`src/rtl/pipe_add_sub_acc.sv`:
```
// Pipelined pre-adder / post-adder / accumulator for the DSP datapath.
// The optional input register stage is followed by the output stage that holds P.
// Z selects the external z, the block's own result (accumulate) or zero.
module pipe_add_sub_acc #(
  parameter int WIDTH     = 48,
  parameter int PRE_WIDTH = 18,
  parameter int IN_REG    = 1
) (
  input  logic                 clk,
  input  logic                 rst_n,
  input  logic                 ce,
  input  logic                 in_valid,
  input  logic [PRE_WIDTH-1:0] d,
  input  logic [PRE_WIDTH-1:0] b,
  input  logic                 pre_op,
  input  logic [WIDTH-1:0]     x,
  input  logic [WIDTH-1:0]     z,
  input  logic [1:0]           zsel,
  input  logic                 post_op,
  input  logic                 carryin,
  input  logic                 acc_clr,
  output logic [PRE_WIDTH-1:0] pre_out,
  output logic [WIDTH-1:0]     out,
  output logic                 carryout,
  output logic                 overflow,
  output logic                 ovf_sticky,
  output logic                 out_valid
);

  // Operands as seen by the output stage.
  logic [PRE_WIDTH-1:0] s1_d, s1_b;
  logic                 s1_pre_op, s1_post_op, s1_cin, s1_vld;
  logic [WIDTH-1:0]     s1_x, s1_z;
  logic [1:0]           s1_zsel;

  if (IN_REG != 0) begin : g_in_reg
    logic [PRE_WIDTH-1:0] d_q, b_q;
    logic                 pre_op_q, post_op_q, cin_q, vld_q;
    logic [WIDTH-1:0]     x_q, z_q;
    logic [1:0]           zsel_q;

    // Stage 1: capture every input each enabled cycle, valid or not.
    always_ff @(posedge clk or negedge rst_n) begin
      if (!rst_n) begin
        d_q       <= '0;
        b_q       <= '0;
        pre_op_q  <= 1'b0;
        x_q       <= '0;
        z_q       <= '0;
        zsel_q    <= 2'b00;
        post_op_q <= 1'b0;
        cin_q     <= 1'b0;
        vld_q     <= 1'b0;
      end else if (ce) begin
        d_q       <= d;
        b_q       <= b;
        pre_op_q  <= pre_op;
        x_q       <= x;
        z_q       <= z;
        zsel_q    <= zsel;
        post_op_q <= post_op;
        cin_q     <= carryin;
        vld_q     <= in_valid;
      end
    end

    assign s1_d       = d_q;
    assign s1_b       = b_q;
    assign s1_pre_op  = pre_op_q;
    assign s1_x       = x_q;
    assign s1_z       = z_q;
    assign s1_zsel    = zsel_q;
    assign s1_post_op = post_op_q;
    assign s1_cin     = cin_q;
    assign s1_vld     = vld_q;
  end else begin : g_no_reg
    assign s1_d       = d;
    assign s1_b       = b;
    assign s1_pre_op  = pre_op;
    assign s1_x       = x;
    assign s1_z       = z;
    assign s1_zsel    = zsel;
    assign s1_post_op = post_op;
    assign s1_cin     = carryin;
    assign s1_vld     = in_valid;
  end

  // Output stage registers.
  logic [PRE_WIDTH-1:0] pre_q, pre_d;
  logic [WIDTH-1:0]     out_q, out_d;
  logic                 co_q, co_d, ovf_q, ovf_d, stk_q, stk_d, vld_q, vld_d;

  logic [PRE_WIDTH-1:0] pre_sum;
  logic [WIDTH-1:0]     zop;
  logic [WIDTH:0]       r;
  logic                 ovf_now;

  // Arithmetic: pre-adder, Z mux, unsigned WIDTH+1 post-adder and signed overflow.
  always_comb begin
    pre_sum = s1_pre_op ? (s1_d - s1_b) : (s1_d + s1_b);
    case (s1_zsel)
      2'b00:   zop = s1_z;
      2'b01:   zop = out_q;
      default: zop = '0;
    endcase
    if (s1_post_op)
      r = {1'b0, zop} - {1'b0, s1_x} - {{WIDTH{1'b0}}, s1_cin};
    else
      r = {1'b0, zop} + {1'b0, s1_x} + {{WIDTH{1'b0}}, s1_cin};
    // Bit WIDTH of the sign-extended result is zop[msb]^x[msb]^carry/borrow
    // into bit WIDTH, and that carry/borrow is r[WIDTH]. The result fits in
    // WIDTH signed bits exactly when that bit matches r[WIDTH-1].
    ovf_now = zop[WIDTH-1] ^ s1_x[WIDTH-1] ^ r[WIDTH] ^ r[WIDTH-1];
  end

  // Output stage next state: clear beats a valid item, bubbles hold everything.
  always_comb begin
    pre_d = pre_q;
    out_d = out_q;
    co_d  = co_q;
    ovf_d = ovf_q;
    stk_d = stk_q;
    vld_d = 1'b0;
    if (acc_clr) begin
      out_d = '0;
      co_d  = 1'b0;
      ovf_d = 1'b0;
      stk_d = 1'b0;
    end else if (s1_vld) begin
      pre_d = pre_sum;
      out_d = r[WIDTH-1:0];
      co_d  = r[WIDTH];
      ovf_d = ovf_now;
      stk_d = stk_q | ovf_now;
      vld_d = 1'b1;
    end
  end

  // Output stage state register, frozen while ce is low.
  always_ff @(posedge clk or negedge rst_n) begin
    if (!rst_n) begin
      pre_q <= '0;
      out_q <= '0;
      co_q  <= 1'b0;
      ovf_q <= 1'b0;
      stk_q <= 1'b0;
      vld_q <= 1'b0;
    end else if (ce) begin
      pre_q <= pre_d;
      out_q <= out_d;
      co_q  <= co_d;
      ovf_q <= ovf_d;
      stk_q <= stk_d;
      vld_q <= vld_d;
    end
  end

  assign pre_out    = pre_q;
  assign out        = out_q;
  assign carryout   = co_q;
  assign overflow   = ovf_q;
  assign ovf_sticky = stk_q;
  assign out_valid  = vld_q;

endmodule

```
`config.mk`:
```
export PLATFORM = sky130hd
export DESIGN_NAME = pipe_add_sub_acc
export DESIGN_NICKNAME = d
export VERILOG_FILES = /design/src/rtl/pipe_add_sub_acc.sv
export SDC_FILE = /design/constraint.sdc
export NUM_CORES = 1
export LEC_CHECK = 0
export ABC_AREA = 1
export BUFFER_PORTS_ARGS = -buffer_cell sky130_fd_sc_hd__buf_2
export CORE_ASPECT_RATIO = 1.5
export CORE_MARGIN = 5
export CORE_UTILIZATION = 55
export CTS_CLUSTER_DIAMETER = 120
export DETAILED_ROUTE_END_ITERATION = 8
export PLACE_DENSITY = 0.84
export SKIP_LAST_GASP = 1
export SLEW_MARGIN = 20
export SYNTH_ARGS = -nofsm -noshare
export SYNTH_HDL_FRONTEND = slang
export SYNTH_SLANG_ARGS = --single-unit
```
`constraint.sdc`:
```
create_clock -name clk -period 3.2 [get_ports clk]
set_clock_uncertainty 0.05 [all_clocks]
set_input_delay 0 -clock clk [delete_from_list [all_inputs] [get_ports clk]]
set_output_delay 0 -clock clk [all_outputs]
set_load 0.03 [all_outputs]
```
==> key figures, run 1 <==
Status
  • Status: stopped before the end
  • Halt Stage: global routing (5_1_grt)
  • Stop err: [ERROR GRT-0232] Routing congestion too high. Check the congestion heatmap in the GUI.

Yosys
  • Net count after synthesis: 2,954
  • Avg Cell Area, Syn: 6.880 µm²
  • Number of synthesized register bits: 208
  • Async SR Flop Fraction: 100.0%
  • Largest cells by area after synthesis: dfrtp_1, ha_1, nand2_1
  • Synth area leader: dfrtp_1
  • Most common cell in the netlist: nand2_1
  • Post-synth EDFFs: 0
  • Synth Flop Type: dfrtp_1
  • Post-synthesis cell count: around 2,700
  • Part of the Yosys area used for sequential elements: 28.55%
  • Netlist cell types: 58
  • Top cell type's share of synthesized area: between 20 and 30%
  • Commonest cells post-synth: nand2_1, inv_1, nor2_1
  • Cell area after synthesis: 18,230 µm²
  • Synth warn: 0

Placed design
  • Post-DP HPWL: about 64,000 µm
  • Placed cell count: 3,723
  • Port-buffer cells: 211
  • GP Congestion: between 1 and 1.5

Clocking
  • Clock sink total: 208
  • Num CTS Buffers: 23
  • H-tree lvl count: 1
  • Clock Tree Buf Depth: 3
  • Clk root buf: clkbuf_16

Timing
  • Worst endpoint type: register data pin
  • Worst setup endpoint GRT: ovf_sticky$_DFFE_PN0P_/D

Global route
  • Largest net degree at the start of global routing: 100
  • Global Route Usage Sum: 81.14%
  • Grt total ovfl: 290

Floorplanning
  • Die width: ~160 µm
  • Die height: 233.0 µm
  • Initial Util: between 50% and 60%
  • Io pins: roughly 210
  • Number of cell rows: 81
==> per-stage QoR <==
| stage | utilization, % | setup TNS (ns) | instance area [µm²] | hold WS [ns] | worst slack [ns] |
|---|---|---|---|---|---|
| after floorplan | - | 0 | 18230 | -0.3456 | 0.01703 |
| after global placement | 71.78 | -9.295 | 23500 | 0.04884 | -0.5695 |
| after detailed placement | 71.78 | -13.22 | 23500 | 0.04644 | -0.6369 |
| after CTS | 83.32 | -4.758 | 27270 | 0.05841 | -0.1986 |
==> layer usage <==
metal | GRT overflow | global-route usage [%]
met5 | 3 | 37.54
met1 | 5 | 78.44
met2 | 119 | 93.90
met3 | 14 | 70.21
met4 | 149 | 85.44
==> logic make-up after synthesis <==
kind of cell | count (synthesis) | synth area share [%]
flip-flops | 208 | 28.55
AND/OR/NAND/NOR | 1058 | 25.49
buffers and inverters | 590 | 12.29
XOR/XNOR | 44 | 2.114
adder cells (fa/ha/maj) | 162 | 11.32
AO/OA/AOI/OAI | 517 | 15.85
multiplexers | 71 | 4.385
==> what timing repair did <==
action,4_1_cts
endpoints found under the setup margin,47
hold buffers,193
resized for setup,204
buffers inserted,13
pin swaps,37
hold endpoints to repair,260
==> run 2, diff against run 1 <==
Settings changed: CORE_ASPECT_RATIO 1.5 to unset, CORE_UTILIZATION 55 to 40, CTS_CLUSTER_DIAMETER 120 to unset, PLACE_DENSITY 0.84 to unset, PLACE_DENSITY_LB_ADDON set to 0.15.
Clock period 3.2 ns to 4.15 ns, I/O delays scaled along.
==> run 2 against run 1 <==
The flow now finishes, with violations (hold timing). Synthesized cell count did not move. Area after synthesis unchanged.
==> key figures, run 2 <==
Yosys
  • Largest cells by area after synthesis: dfrtp_1, ha_1, nand2_1 (unchanged)
  • Post-synth EDFFs: 0 (unchanged)
  • Cell area after synthesis: 18,230 µm² (unchanged)
  • Commonest cells post-synth: nand2_1, inv_1, nor2_1 (unchanged)
  • Synth warn: 0 (unchanged)
  • Async SR Flop Fraction: 100.0% (unchanged)
  • Most common cell in the netlist: nand2_1 (unchanged)
  • Netlist cell types: 58 (unchanged)
  • Post-synthesis cell count: 2,650 (unchanged)
  • Synth Flop Type: dfrtp_1 (unchanged)
  • Synth area leader: dfrtp_1 (unchanged)
  • Net count after synthesis: 2,954 (unchanged)
  • Avg Cell Area, Syn: 6.880 µm² (unchanged)
  • Top cell type's share of synthesized area: 28.55% (unchanged)
  • Number of synthesized register bits: 208 (unchanged)
  • Part of the Yosys area used for sequential elements: 28.55% (unchanged)

Global route
  • Number of global-route vias before repair: between 20,000 and 25,000
  • Largest net degree at the start of global routing: 98
  • Global Route Usage Sum: 30.43%
  • Grt total ovfl: 0
  • First-pass GRT wire length: 117,000 µm
  • Antenna violations before repair: 1

Detailed routing
  • DR DRC count: 0
  • Starting DRT DRC Count: 1,487
  • DRT Pass-1 Iters: 6
  • Routed wire per std cell: 21.17 µm
  • Routed wire length: 78,350 µm
  • Vias: a little under 20,000
  • Via density: 5.260
  • Final ANT Viol Nets: 0

Floorplanning
  • Die width: 223.5 µm (was 158.7 µm)
  • Core area: 45,190 µm²
  • Die height: 223.5 µm (was 233.0 µm)
  • Initial Util: 40.35% (was 55.70%)
  • Die Footprint: 49,950 µm²
  • Io pins: 212 (unchanged)
  • Number of cell rows: 78 (was 81)

Final layout
  • Filler Cells Inserted: 4,540
  • Antenna cells: 0
  • Commonest non-fill, non-tap cell in the layout: nand2_1
  • Final core utilization: 51.40%
  • Final Instance Area: 23,230 µm²
  • Commonest cells after routing, fill and taps aside: nand2_1, inv_1, nor2_1
  • Layout overhead on the synthesized area: 27.40%
  • Layout cell share with drive strength beyond 1: 16.32%
  • Fin nets: 3,386

Worst setup path
  • Worst r2r path cells: 19
  • Crit path arrival time: approximately 4.4 ns
  • CP Capture Type: flop
  • Element type at the critical path start: flop
  • R2r setup slk: 0.16 ns
  • CP Data Required Time: 4.53 ns
  • CP cell instances: inv_1 -> nand2_1 -> buf_12 -> o22ai_1 -> inv_1 -> ha_1 -> buf_4 -> nor2_1 -> inv_1 -> nor2_1 -> inv_1 -> nor2_1 -> inv_1 -> nor3_1 -> nand3_1 -> nand4_1 -> nand3_1 -> nand3_1 -> o21ai_0
  • Buffers & Inverters on Critical Path: 7
  • Cell mode on critical path: inv_1
  • Critical path origin: g_in_reg.zsel_q[1]
  • Critical path's slowest cell: nor3_1
  • R2R Path End: out[42]
  • CP Max Fanout: 47
  • Cell family with most CP delay: simple AND/OR/NAND/NOR gates
  • Max stage delay on crit path: 0.49 ns
  • Setup CP Type: reg2reg
  • Worst r2r src: g_in_reg.zsel_q[1]

Clocking
  • CTS tree: yes
  • H-tree lvl count: 1 (unchanged)
  • Clk root buf: clkbuf_16 (unchanged)
  • Clock sink total: 208 (unchanged)
  • Num CTS Buffers: 26 (was 23)
  • Clock latency on the worst-skew pair: just under 0.6 ns
  • Post-CTS Setup Repair Bufs: 0 (was 13)
  • Clock transition at path regs: about 0.060 ns
  • Clock Tree Buf Depth: 3 (unchanged)

Timing
  • Setup-failing EPs final: 0
  • Final worst path period share: 96.04%
  • Period minus WS final: around 4 ns
  • Worst Hold Slack: -0.01981 ns
  • Setup TNS Final: 0 ns
  • Fmax: 250.9 MHz
  • Final Max Tran Viols: 0
  • Final hold vios: 9
  • Worst slew pin tran: about 0.8 ns
  • RSZ-0062 raised after global routing: yes
  • Max-slew headroom: 46.08%

Flow run
  • Max Cap Violations: 0

Status
  • Failing checks: hold timing
  • Status: finished, violations left (was stopped before the end)

Placed design
  • Placed instance area: 20,140 µm² (was 23,500 µm²)
  • GP Congestion: 1.013 (was 1.077)
  • Post-DP HPWL: 63,020 µm (was 63,760 µm)
  • Port-buffer cells: 211 (unchanged)

Hold path
  • Worst min path class: in2async

Power and ir drop
  • VDD IR max: 0.4941 mV
  • Total power: roughly 0.011 W
  • Pwr per Cell Area: around 460 nW/µm²
  • LEAKAGE: 11.43 nW
## run 2: area by class of cell
cell class	count	area [µm²]	area share, %
clock buffers	37	782.0	3.367
clock inverters	9	135.1	0.5818
inverters	533	2001	8.613
multi-input cells	1852	10830	46.64
flip-flops and latches	208	5206	22.41
well taps	600	750.7	3.232
repair buffers	461	3520	15.15
## run 2: layer usage
layer / wire, µm / track usage [%]
met1: 32340 / 38.98
met4: 3820 / 12.21
met2: 35830 / 50.47
met3: 6340 / 6.118
met5: 13 / 0
## run 2: how the worst max path moves through the flow
| stage | endpoint | depth (start not counted) |
|---|---|---|
| after floorplan | overflow | 23 |
| after global placement | out[42] | 18 |
| after detailed placement | out[42] | 18 |
| after CTS | out[42] | 18 |
| after global routing | overflow | 21 |
| final | out[42] | 19 |
## run 2: what timing repair did
item / CTS / global route
setup endpoints to repair: 0 / 9
hold buffers: 213 / 0
endpoints found under the hold margin: 281 / 0
resized for setup: 0 / 13
## run 2: logic make-up after synthesis
group                    share of synthesized area, %
buffers and inverters                           12.29
AO/OA/AOI/OAI                                   15.85
XOR/XNOR                                        2.114
multiplexers                                    4.385
adder cells (fa/ha/maj)                         11.32
flip-flops                                      28.55
AND/OR/NAND/NOR                                 25.49
## run 2: report_power, final
part	leakage, nW	switching (W)	internal, W	total [W]
sequential	2.56	0.000233	0.00233	0.00256
clock	0.440	0.000986	0.00144	0.00243
combinational	8.43	0.00389	0.00187	0.00576
total	11.4	0.00511	0.00563	0.0107
## run 2: per-stage QoR
step                      cells  setup slack [ns]
after detailed placement   3441           0.08776
after floorplan            2650            0.9670
after global routing       3700          -0.02330
final                      3700            0.1644
after CTS                  3700           0.04696
after global placement     3441            0.1271
## run 2: worst reg2reg max path, delay by kind of cell, from the launching register on
family                   cells  cell delay (ns)
AO/OA/AOI/OAI                2             0.41
adder cells (fa/ha/maj)      1             0.33
buffers and inverters        7             0.79
flip-flops                   1             0.39
AND/OR/NAND/NOR              9             1.88
Power figures use the tool's default switching activity.
==> run 3, diff against run 2 <==
Settings changed: CTS_BUF_LIST set to sky130_fd_sc_hd__clkbuf_8.
==> run 3 against run 2 <==
The run now ends clean. Clock-buffer cell count increased by 13. Die area unchanged. Sequential power about the same. Register-to-register slack about the same. Via count increased by 0.68%. Global-route usage increased by 0.31 points. Flip-flop and latch count unchanged. Non-clock buffer count increased by 2. Critical endpoint unchanged.
==> key figures, run 3 (synthesis results as in run 2) <==
Clocking
  • H-tree lvl count: 2 (was 1)
  • Num CTS Buffers: 41 (was 26)
  • Clk root buf: clkbuf_8 (was clkbuf_16)
  • Clock transition at path regs: 0.06 ns (about the same)
  • Post-CTS Setup Repair Bufs: 0 (unchanged)
  • Clock Tree Buf Depth: 3 (unchanged)
  • Clock sink total: 208 (unchanged)
  • CTS tree: yes (unchanged)
  • Clock latency on the worst-skew pair: 0.61 ns (was 0.58 ns)

Worst setup path
  • Buffers & Inverters on Critical Path: 7 (unchanged)
  • CP Data Required Time: 4.55 ns (was 4.53 ns)
  • Cell family with most CP delay: simple AND/OR/NAND/NOR gates (unchanged)
  • CP Max Fanout: 47 (unchanged)
  • Critical path's slowest cell: nor3_1 (unchanged)
  • CP Capture Type: flop (unchanged)
  • Cell mode on critical path: inv_1 (unchanged)
  • Max stage delay on crit path: 0.51 ns (was 0.49 ns)
  • CP cell instances: inv_1 -> nand2_1 -> buf_12 -> o22ai_1 -> inv_1 -> ha_1 -> buf_4 -> nor2_1 -> inv_1 -> nor2_1 -> inv_1 -> nor2_1 -> inv_1 -> nor3_1 -> nand3_1 -> nand4_1 -> nand3_1 -> nand3_1 -> o21ai_0 (unchanged)
  • Worst r2r src: g_in_reg.zsel_q[1] (unchanged)
  • Critical path origin: g_in_reg.zsel_q[1] (unchanged)
  • Setup CP Type: reg2reg (unchanged)
  • Crit path arrival time: 4.39 ns (was 4.36 ns)
  • Element type at the critical path start: flop (unchanged)

Floorplanning
  • Die width: 223.5 µm (unchanged)
  • Die Footprint: 49,950 µm² (unchanged)
  • Initial Util: 40.35% (unchanged)
  • Core area: 45,190 µm² (unchanged)
  • Number of cell rows: 78 (unchanged)
  • Die height: 223.5 µm (unchanged)
  • Io pins: 212 (unchanged)

Global route
  • Grt total ovfl: 0 (unchanged)
  • Largest net degree at the start of global routing: 90 (was 98)
  • Busiest grt layer: met2 (unchanged)
  • M1 GR Usage: 39.16% (was 38.98%)
  • Met3 GRT Util: 6.250% (was 6.118%)
  • Global Route Usage Sum: 30.74% (was 30.43%)
  • Grt met2 use: 50.67% (was 50.47%)
  • First-pass GRT wire length: 117,300 µm (was 117,000 µm)
  • Antenna violations before repair: 1 (unchanged)
  • Number of global-route vias before repair: 20,110 (was 20,050)

Placed design
  • Dpl ws: 0.08776 ns (unchanged)
  • Post-DP HPWL: 63,020 µm (unchanged)
  • GP Congestion: 1.013 (unchanged)
  • Placed cell count: 3,441 (unchanged)
  • Port-buffer cells: 211 (unchanged)

Final layout
  • Multi-input logic area: 10,840 µm² (was 10,830 µm²)
  • Non-Filler Instances: 3,726 (was 3,700)
  • Layout overhead on the synthesized area: 27.26% (was 27.40%)
  • Filler Cells Inserted: 4,555 (was 4,540)
  • Fin nets: 3,403 (was 3,386)
  • Layout cell share with drive strength beyond 1: 16.67% (was 16.32%)
  • Final core utilization: 51.35% (was 51.40%)
  • Commonest non-fill, non-tap cell in the layout: nand2_1 (unchanged)
  • Commonest cells after routing, fill and taps aside: nand2_1, inv_1, nor2_1 (unchanged)
  • Register area: 5206 µm² (unchanged)
  • Antenna cells: 0 (unchanged)

Power and ir drop
  • VDD IR max: 0.3416 mV (was 0.4941 mV)
  • Clock share of power: 21.0% (was 22.6%)
  • LEAKAGE: 11.47 nW (was 11.43 nW)
  • Sw Share: 48.57% (was 47.57%)
  • Sw power: 0.005118 W (was 0.005111 W)
  • P_int: 0.005419 W (was 0.005634 W)
  • Sequential power share: 24.3% (was 23.8%)
  • Power share of the combinational group: 54.7% (was 53.6%)
  • Pwr per Cell Area: 454.1 nW/µm² (was 462.6 nW/µm²)

Timing
  • PnR worst setup slack: 0.1588 ns (was 0.1644 ns)
  • Worst Hold Slack: 0.09156 ns (was -0.01981 ns)
  • Fmax: 250.6 MHz (was 250.9 MHz)
  • Final Max Tran Viols: 0 (unchanged)
  • RSZ-0062 raised after global routing: yes (unchanged)
  • Setup-failing EPs final: 0 (unchanged)
  • Final worst path period share: 96.17% (was 96.04%)
  • Worst slew pin tran: 0.8112 ns (was 0.8004 ns)
  • Setup TNS Final: 0 ns (unchanged)
  • Max-slew headroom: 45.92% (was 46.08%)
  • Final hold vios: 0 (was 9)
  • Period minus WS final: 3.991 ns (was 3.986 ns)

Hold path
  • Worst min path class: in2reg (was in2async)
  • Hold_sp: z[9]

Detailed routing
  • Starting DRT DRC Count: 1,428 (was 1,487)
  • DR DRC count: 0 (unchanged)
  • Routed wire per std cell: 21.07 µm (was 21.17 µm)
  • DRT Pass-1 Iters: 7 (was 6)
  • Vias: 19,600 (was 19,460)
  • Via density: 5.259 (was 5.260)
  • Routed wire length: 78,520 µm (was 78,350 µm)
  • Final ANT Viol Nets: 0 (unchanged)

Status
  • Status: completed (was finished, violations left)

Flow run
  • Max Cap Violations: 0 (unchanged)
==> run 3: path summary, 6_finish.rpt <==
check / endpoint / slack [ns] / depth (start not counted)
setup / recovery: out[42] / 0.16 / 19
hold / removal: g_in_reg.z_q[9] / 0.09 / 4
setup reg to reg: out[42] / 0.16 / 19
hold reg to reg: pre_out[17] / 0.43 / 2
max in group asynchronous: out[30] / 2.94 / 4
min in group asynchronous: g_in_reg.x_q[24] / 0.33 / 3
==> run 3: final cells by class <==
class                           count  area share [%]
Multi-Input combinational cell   1852           46.73
Clock buffer                       50           2.966
Timing Repair Buffer              463           15.33
Inverter                          533           8.622
Clock inverter                     20          0.6794
Sequential cell                   208           22.44
Tap cell                          600           3.235
==> run 3: routing by layer <==
layer	part of all wire, %	up-vias
met5	0.017	-
met3	7.9	150
met2	46	747
li1	-	9443
met1	41	9254
met4	4.8	2
==> run 3: repair_timing <==
| item | CTS | global route |
|---|---|---|
| endpoints found under the setup margin | 0 | 9 |
| hold endpoints to repair | 307 | 0 |
| hold buffers | 215 | 0 |
| gates resized for setup | 0 | 13 |
==> run 3: per-stage QoR <==
stage	cell area (µm²)	total power, W
after global placement	20140	0.008006
after detailed placement	20140	0.008006
after global routing	23200	0.01122
after floorplan	18230	0.006053
final	23200	0.01054
after CTS	23150	0.01048
==> run 3: power groups by stage <==
stage	clock, W	combinational [W]	sequential (W)
floorplan	0	0.00321	0.00285
global placement	0	0.00542	0.00259
detailed placement	0	0.00542	0.00259
CTS	0.00228	0.00563	0.00256
global route	0.00237	0.00626	0.00259
finish	0.00221	0.00577	0.00256
==> run 3: worst register-to-register path, delay by kind of cell, from the launching register on <==
kind	cells	cell delay, ns
simple gates	9	1.90
flops	1	0.39
compound gates	2	0.41
buf+inv	7	0.78
fa+ha+maj	1	0.33
